[src/rtl/shake256_msg_feeder_pkg.sv]
// Shared constants, FSM encoding and byte-count helper for the SHAKE256
// message feeder.
package shake256_msg_feeder_pkg;

    localparam int RATE_BITS  = 1088;
    localparam int RATE_BYTES = 136;
    localparam int WORD_BITS  = 64;
    localparam int LEN_W      = 11;
    localparam int BLKNUM_W   = 4;

    // FSM state encoding
    localparam logic [1:0] IDLE   = 2'd0;
    localparam logic [1:0] FILL   = 2'd1;
    localparam logic [1:0] ISSUE  = 2'd2;
    localparam logic [1:0] PADBLK = 2'd3;

    // Number of valid bytes in a last word; an encoding of 0 means a full word.
    function automatic logic [3:0] eff_bytes(input logic [3:0] b);
        return ((b == 4'd0) || (b > 4'd8)) ? 4'd8 : b;
    endfunction

endpackage

[src/rtl/shake256_msg_feeder_byte_mask.sv]
// Zeroes the bytes of a final message word that lie beyond its valid byte
// count. Byte 0 is the most significant byte of the word.
module feeder_byte_mask
    import shake256_msg_feeder_pkg::*;
(
    input  logic [WORD_BITS-1:0] data_i,
    input  logic                 last_i,
    input  logic [3:0]           bytes_i,
    output logic [WORD_BITS-1:0] data_o
);

    logic [3:0] nb;

    // Clear trailing bytes only on the last word of a message
    always_comb begin
        nb     = eff_bytes(bytes_i);
        data_o = data_i;
        if (last_i) begin
            for (int b = 0; b < 8; b++) begin
                if (b >= int'(nb)) begin
                    data_o[WORD_BITS-1-8*b -: 8] = 8'h00;
                end
            end
        end
    end

endmodule

[src/rtl/shake256_msg_feeder.sv]
// SHAKE256 absorb front end: packs a 64-bit ready/valid message stream into
// 1088-bit rate blocks and issues each block to the pipeline with a one-cycle
// en strobe, respecting a minimum issue spacing and core_ready. A message
// whose length is a whole number of blocks gets an extra all-padding block.
// Optional macro FEEDER_STATS_EN adds stat_blocks / stat_msgs counters.
module shake256_msg_feeder
    import shake256_msg_feeder_pkg::*;
#(
    parameter int RATE_WORDS = 17,
    parameter int ISSUE_GAP  = 24
) (
    input  logic                  clk,
    input  logic                  rstn,
    input  logic                  s_valid,
    output logic                  s_ready,
    input  logic [WORD_BITS-1:0]  s_data,
    input  logic                  s_last,
    input  logic [3:0]            s_bytes,
    input  logic                  core_ready,
    output logic                  en,
    output logic [RATE_BITS-1:0]  s_in,
    output logic [LEN_W-1:0]      len,
    output logic [BLKNUM_W-1:0]   block_num,
    output logic                  busy
`ifdef FEEDER_STATS_EN
    ,
    output logic [31:0]           stat_blocks,
    output logic [31:0]           stat_msgs
`endif
);

    localparam int GAP_W  = $clog2(ISSUE_GAP + 1);
    localparam int WCNT_W = $clog2(RATE_WORDS + 1);

    logic [1:0]           state_q, state_d;
    logic [WCNT_W-1:0]    wcnt_q, wcnt_d;
    logic [7:0]           bytes_q, bytes_d;
    logic [GAP_W-1:0]     gap_q, gap_d;
    logic                 last_q, last_d;
    logic [RATE_BITS-1:0] buf_q, buf_d;
    logic [BLKNUM_W-1:0]  bcnt_q, bcnt_d;
    logic [RATE_BITS-1:0] sin_q, sin_d;
    logic [LEN_W-1:0]     len_q, len_d;
    logic [BLKNUM_W-1:0]  bn_q, bn_d;
    logic                 en_q, en_d;
    logic                 busy_q, busy_d;
    logic                 run_q;
    logic                 msg_done_d;

    logic [WORD_BITS-1:0] word_masked;
    logic [3:0]           word_bytes;
    logic                 accept;
    logic                 issue_ok;

    feeder_byte_mask u_mask (
        .data_i  (s_data),
        .last_i  (s_last),
        .bytes_i (s_bytes),
        .data_o  (word_masked)
    );

    assign s_ready   = run_q & ((state_q == IDLE) | (state_q == FILL));
    assign accept    = s_valid & s_ready;
    assign word_bytes = s_last ? eff_bytes(s_bytes) : 4'd8;
    assign issue_ok  = (gap_q == '0) & core_ready;

    assign en        = en_q;
    assign s_in      = sin_q;
    assign len       = len_q;
    assign block_num = bn_q;
    assign busy      = busy_q;

    // Next-state logic for packing, issue timing and block numbering
    always_comb begin
        state_d    = state_q;
        wcnt_d     = wcnt_q;
        bytes_d    = bytes_q;
        gap_d      = (gap_q != '0) ? gap_q - GAP_W'(1) : gap_q;
        last_d     = last_q;
        buf_d      = buf_q;
        bcnt_d     = bcnt_q;
        sin_d      = sin_q;
        len_d      = len_q;
        bn_d       = bn_q;
        en_d       = 1'b0;
        busy_d     = busy_q;
        msg_done_d = 1'b0;

        case (state_q)
            IDLE: begin
                if (accept) begin
                    buf_d   = {word_masked, {(RATE_BITS-WORD_BITS){1'b0}}};
                    wcnt_d  = WCNT_W'(1);
                    bytes_d = {4'b0000, word_bytes};
                    last_d  = s_last;
                    busy_d  = 1'b1;
                    state_d = s_last ? ISSUE : FILL;
                end
            end
            FILL: begin
                if (accept) begin
                    for (int k = 0; k < RATE_WORDS; k++) begin
                        if (wcnt_q == WCNT_W'(k)) begin
                            buf_d[RATE_BITS-1-WORD_BITS*k -: WORD_BITS] = word_masked;
                        end
                    end
                    wcnt_d  = wcnt_q + WCNT_W'(1);
                    bytes_d = bytes_q + {4'b0000, word_bytes};
                    last_d  = s_last;
                    if (s_last || (wcnt_q == WCNT_W'(RATE_WORDS-1))) begin
                        state_d = ISSUE;
                    end
                end
            end
            ISSUE: begin
                if (issue_ok) begin
                    en_d    = 1'b1;
                    sin_d   = buf_q;
                    len_d   = {bytes_q, 3'b000};
                    bn_d    = bcnt_q;
                    gap_d   = GAP_W'(ISSUE_GAP-1);
                    buf_d   = '0;
                    wcnt_d  = '0;
                    bytes_d = '0;
                    if (last_q && (bytes_q == 8'(RATE_BYTES))) begin
                        // Message filled the block exactly: padding needs its own block
                        bcnt_d  = bcnt_q + BLKNUM_W'(1);
                        state_d = PADBLK;
                    end else if (last_q) begin
                        bcnt_d     = '0;
                        busy_d     = 1'b0;
                        last_d     = 1'b0;
                        msg_done_d = 1'b1;
                        state_d    = IDLE;
                    end else begin
                        bcnt_d  = bcnt_q + BLKNUM_W'(1);
                        state_d = FILL;
                    end
                end
            end
            default: begin
                if (issue_ok) begin
                    en_d       = 1'b1;
                    sin_d      = '0;
                    len_d      = '0;
                    bn_d       = bcnt_q;
                    gap_d      = GAP_W'(ISSUE_GAP-1);
                    bcnt_d     = '0;
                    busy_d     = 1'b0;
                    last_d     = 1'b0;
                    msg_done_d = 1'b1;
                    state_d    = IDLE;
                end
            end
        endcase
    end

    // State, packing buffer and held output registers
    always_ff @(posedge clk or negedge rstn) begin
        if (!rstn) begin
            state_q <= IDLE;
            wcnt_q  <= '0;
            bytes_q <= '0;
            gap_q   <= '0;
            last_q  <= 1'b0;
            buf_q   <= '0;
            bcnt_q  <= '0;
            sin_q   <= '0;
            len_q   <= '0;
            bn_q    <= '0;
            en_q    <= 1'b0;
            busy_q  <= 1'b0;
            run_q   <= 1'b0;
        end else begin
            state_q <= state_d;
            wcnt_q  <= wcnt_d;
            bytes_q <= bytes_d;
            gap_q   <= gap_d;
            last_q  <= last_d;
            buf_q   <= buf_d;
            bcnt_q  <= bcnt_d;
            sin_q   <= sin_d;
            len_q   <= len_d;
            bn_q    <= bn_d;
            en_q    <= en_d;
            busy_q  <= busy_d;
            run_q   <= 1'b1;
        end
    end

`ifdef FEEDER_STATS_EN
    logic [31:0] stat_blocks_q;
    logic [31:0] stat_msgs_q;

    // Free-running block and message counters
    always_ff @(posedge clk or negedge rstn) begin
        if (!rstn) begin
            stat_blocks_q <= '0;
            stat_msgs_q   <= '0;
        end else begin
            if (en_d)       stat_blocks_q <= stat_blocks_q + 32'd1;
            if (msg_done_d) stat_msgs_q   <= stat_msgs_q + 32'd1;
        end
    end

    assign stat_blocks = stat_blocks_q;
    assign stat_msgs   = stat_msgs_q;
`endif

endmodule

[config.mk]
export PLATFORM = sky130hd
export DESIGN_NAME = shake256_msg_feeder
export DESIGN_NICKNAME = d
export VERILOG_FILES = /design/src/rtl/shake256_msg_feeder_pkg.sv /design/src/rtl/shake256_msg_feeder_byte_mask.sv /design/src/rtl/shake256_msg_feeder.sv
export SDC_FILE = /design/constraint.sdc
export NUM_CORES = 2
export LEC_CHECK = 0
export CAP_MARGIN = 20
export CORE_MARGIN = 3
export CORE_UTILIZATION = 30
export DETAILED_ROUTE_END_ITERATION = 8
export SETUP_SLACK_MARGIN = 0.3
export SYNTH_ARGS = -nofsm -noshare
export SYNTH_HDL_FRONTEND = slang
export SYNTH_SLANG_ARGS = --single-unit
export TNS_END_PERCENT = 20
[constraint.sdc]
create_clock -name clk -period 2.6 [get_ports clk]
set_clock_uncertainty 0.05 [all_clocks]
set_input_delay 0.52 -clock clk [delete_from_list [all_inputs] [get_ports clk]]
set_output_delay 0.52 -clock clk [all_outputs]
set_load 0.05 [all_outputs]
==> run_results.csv <==
group,metric,value,unit
timing,whs,0.1963,ns
critical_path,critPathLaunch,"state_q[1]$_DFFE_PN0P_",
critical_path,path_buf_inv,5,
critical_path,critPathSlowestCell,"dfrtp_1",
status,status,"finished, violations left",
critical_path,r2r-end,"buf_q[220]$_DFFE_PN0P_",
floorplan,io_pins,1179,
timing,finalCritPeriodShare,1.073,
global_route,grt_antenna_before_repair,52,
synth,synth-simple-area-share,0.1331,
placement,place_congestion,0.8600,
drt,routed_wl,339500,um
global_route,grt_pass1_wl,463500,um
placement,hpwlAfterDp,219900,um
synth,synth_xor_xnor_area_share,0.0004118,
critical_path,worstRegToRegCells,11,
critical_path,critPathCaptureType,"primary output",
synth,postSynthRegisterBits,2216,
synth,netlist_area,0.08508,mm^2
synth,synthMuxAreaShare,0.07650,
critical_path,ff2ff_setup_slack,-0.16,ns
pwr,ir_drop,713.7,uV
timing,rsz0062_at_grt,"true",
critical_path,startpoint_type,"register",
global_route,overflow,0,
critical_path,cpPeakStageDelay,0.40,ns
timing,finalSetupViolCount,679,
synth,ys_seq_area_frac,0.6518,
finish,fin_cells,13483,
clock_network,clock_path_buffers,4,
clock_network,cts_tree,"yes",
clock_network,htreeDepth,4,
timing,layout_min_cycle_time,2.789,ns
placement,dp.cells,12795,
timing,setup_ws,-0.1887,ns
global_route,grt_use_total,0.2144,
drt,drc_errors,0,
synth,syn_area_per_cell,10.54,um^2
critical_path,critical_path.cell_chain,"inv_2 -> ha_4 -> buf_12 -> nor2_4 -> buf_6 -> nor2b_1 -> buf_4 -> buf_12",
synth,ys_types,53,
synth,synth.largest_area_cell,"dfrtp_1",
synth,yosys_warnings,0,
floorplan,design.core.area,0.2808,mm^2
synth,synth_compound_area_frac,0.1025,
timing,max_slew_margin,0.3114,
clock_network,cts_buffers,235,
timing,report.final.slew_viol_count,0,
critical_path,required,2.03,ns
critical_path,critPathMaxFanout,3,
pwr,finalPower,137.3,mW
critical_path,crit_path_frequent_cell,"buf_12",
global_route,grt_max_degree,167,
drt,wl_per_cell,25.18,um
finish,syn_to_final_growth,34.73,%
timing,finalHoldViolCount,0,
drt,drtIter0Drc,6501,
synth,synth_top_family_by_area,"simple AND/OR/NAND/NOR gates",
finish,final_core_util,0.4081,
clock_network,clk_pin_slew_worst_paths,0.06,ns
drt,first_pass_iters,6,
floorplan,dieArea,0.2900,mm^2
clock_network,clk_latency,0.89,ns
floorplan,die_x,538.5,um
synth,yosys.area_share.adder,0.002441,
synth,syn_inst,8072,
global_route,grt_pass1_vias,65075,
pwr,leakagePower,52.92,nW
critical_path,crit_arrival,2.22,ns
clock_network,cts_root_buffer,"clkbuf_16",
critical_path,path_class,"reg -> out",
timing,fmax,358.6,MHz
floorplan,die_y,538.5,um
placement,place_ws,-0.8293,ns
placement,port_buffers,1175,
drt,drtAntennaViolNets,0,
pwr,power-per-cell-area,1198,mW/mm^2
drt,vias,67681,
synth,synth_top_area_share,0.6518,
clock_network,cts_sinks,2216,
synth,synthTopCellsByArea,"dfrtp_1 (65%), nand2_1 (12%), o21ai_0 (9.3%)",
finish,nNetsFinal,9630,
timing,tightestPinTransition,1.033,ns
floorplan,initial_core_util,0.3029,
floorplan,row_count,194,
min_path,hp-class,"in -> async",
flow_run,maxCapViolations,0,
status,violations,"negative setup slack",
drt,routed_via_density,5.020,
synth,async_flop_share,1.000,
synth,synth_edf_count,0,
critical_path,cp_top_family,"buffers and inverters",
critical_path,worstReg2RegStart,"state_q[0]$_DFFE_PN0P_",
finish,drive_above_1_share,0.2501,
synth,synth-main-ff-cell,"dfrtp_1",
-- worst reg2reg max path: cells and delay by family (launching register included) --
family | cells | cell delay (ns)
simple gates | 3 | 0.87
buf+inv | 5 | 0.64
flops | 1 | 0.44
mux | 1 | 0.29
fa+ha+maj | 1 | 0.16
compound gates | 1 | 0.16
-- through the flow --
stage / TNS, ns / cell area (um^2)
floorplan: 0 / 85280
CTS: -108.83 / 114000
finish: -24.40 / 114600
global placement: -338.76 / 104800
detailed placement: -294.48 / 104800
global route: -98.78 / 114600
-- routing by layer --
metal | GRT usage | part of all wire | vias up
li1 | - | - | 29653
met1 | 0.3166 | 0.45 | 34192
met2 | 0.3093 | 0.43 | 3290
met3 | 0.04544 | 0.085 | 540
met4 | 0.07486 | 0.038 | 6
met5 | 0 | 0.00010 | -
-- sequential cells by signal, indices dropped and copies added (netlist names) --
name and cells:
busy 1, buf_q 1088, bytes_q 8, s_in 1088, len 8, state_q 2
run_q 1, gap_q 5, block_num 4, last_q 1, en 1, wcnt_q 5
bcnt_q 4
-- final cells by class --
type	instances	area [um^2]
diodes	27	67.56
flip-flops and latches	2216	55450
well taps	3724	4659
clock buffers	326	6684
repair buffers	1868	18900
fillers	26586	166200
inverters	19	77.57
clock inverters	102	1200
multi-input cells	5201	27580
-- cell usage in the layout, fill, tap and decap left out, types with 67 or more instances in the layout --
cell type	count
nand2_1	2703
dfrtp_1	2215
o21ai_0	1527
mux2_2	574
clkdlybuf4s50_1	528
clkbuf_2	402
buf_4	312
clkbuf_16	272
buf_12	228
buf_2	213
buf_6	67
-- what timing repair did --
item / 4_1_cts / 5_1_grt
gates resized for setup: 1319 / 1045
setup buffers: 63 / 56
setup endpoints to repair: 2790 / 2837
pin swaps: 7 / 44
hold buffers: 1 / 0
gates cloned: 47 / 66
endpoints found under the hold margin: 28 / 0
-- cell usage after synthesis (all sizes together) (15+ instances only) --
master  instances
and3           60
dfrtp        2216
a21oi          17
nand2        2735
buf            77
a32o           49
nor2           17
nand3          60
inv            18
o21ai        1577
clkbuf        568
mux2          578
ha             15
-- worst max-delay path by stage --
stage / to / cells past startpoint / slack [ns]
floorplan: buf_q[323]$_DFFE_PN0P_ / 10 / 0.18
global placement: bytes_q[4]$_DFFE_PN0P_ / 12 / -1.21
detailed placement: bytes_q[4]$_DFFE_PN0P_ / 12 / -0.83
CTS: s_ready / 8 / -0.23
global route: s_ready / 8 / -0.29
finish: s_ready / 8 / -0.19
-- where the power goes --
group,internal (mW),total [mW],switching (mW)
Sequential,42.1,47.2,5.13
Combinational,22.7,55.7,33.0
Clock,20.0,34.4,14.5
Total,84.8,137,52.6
-- cells by family after synthesis --
logic type | after synthesis
buf+inv | 664
simple gates | 2919
fa+ha+maj | 16
flops | 2216
xor+xnor | 4
mux | 578
other cells | 2
compound gates | 1673
Power figures use the tool's default switching activity.
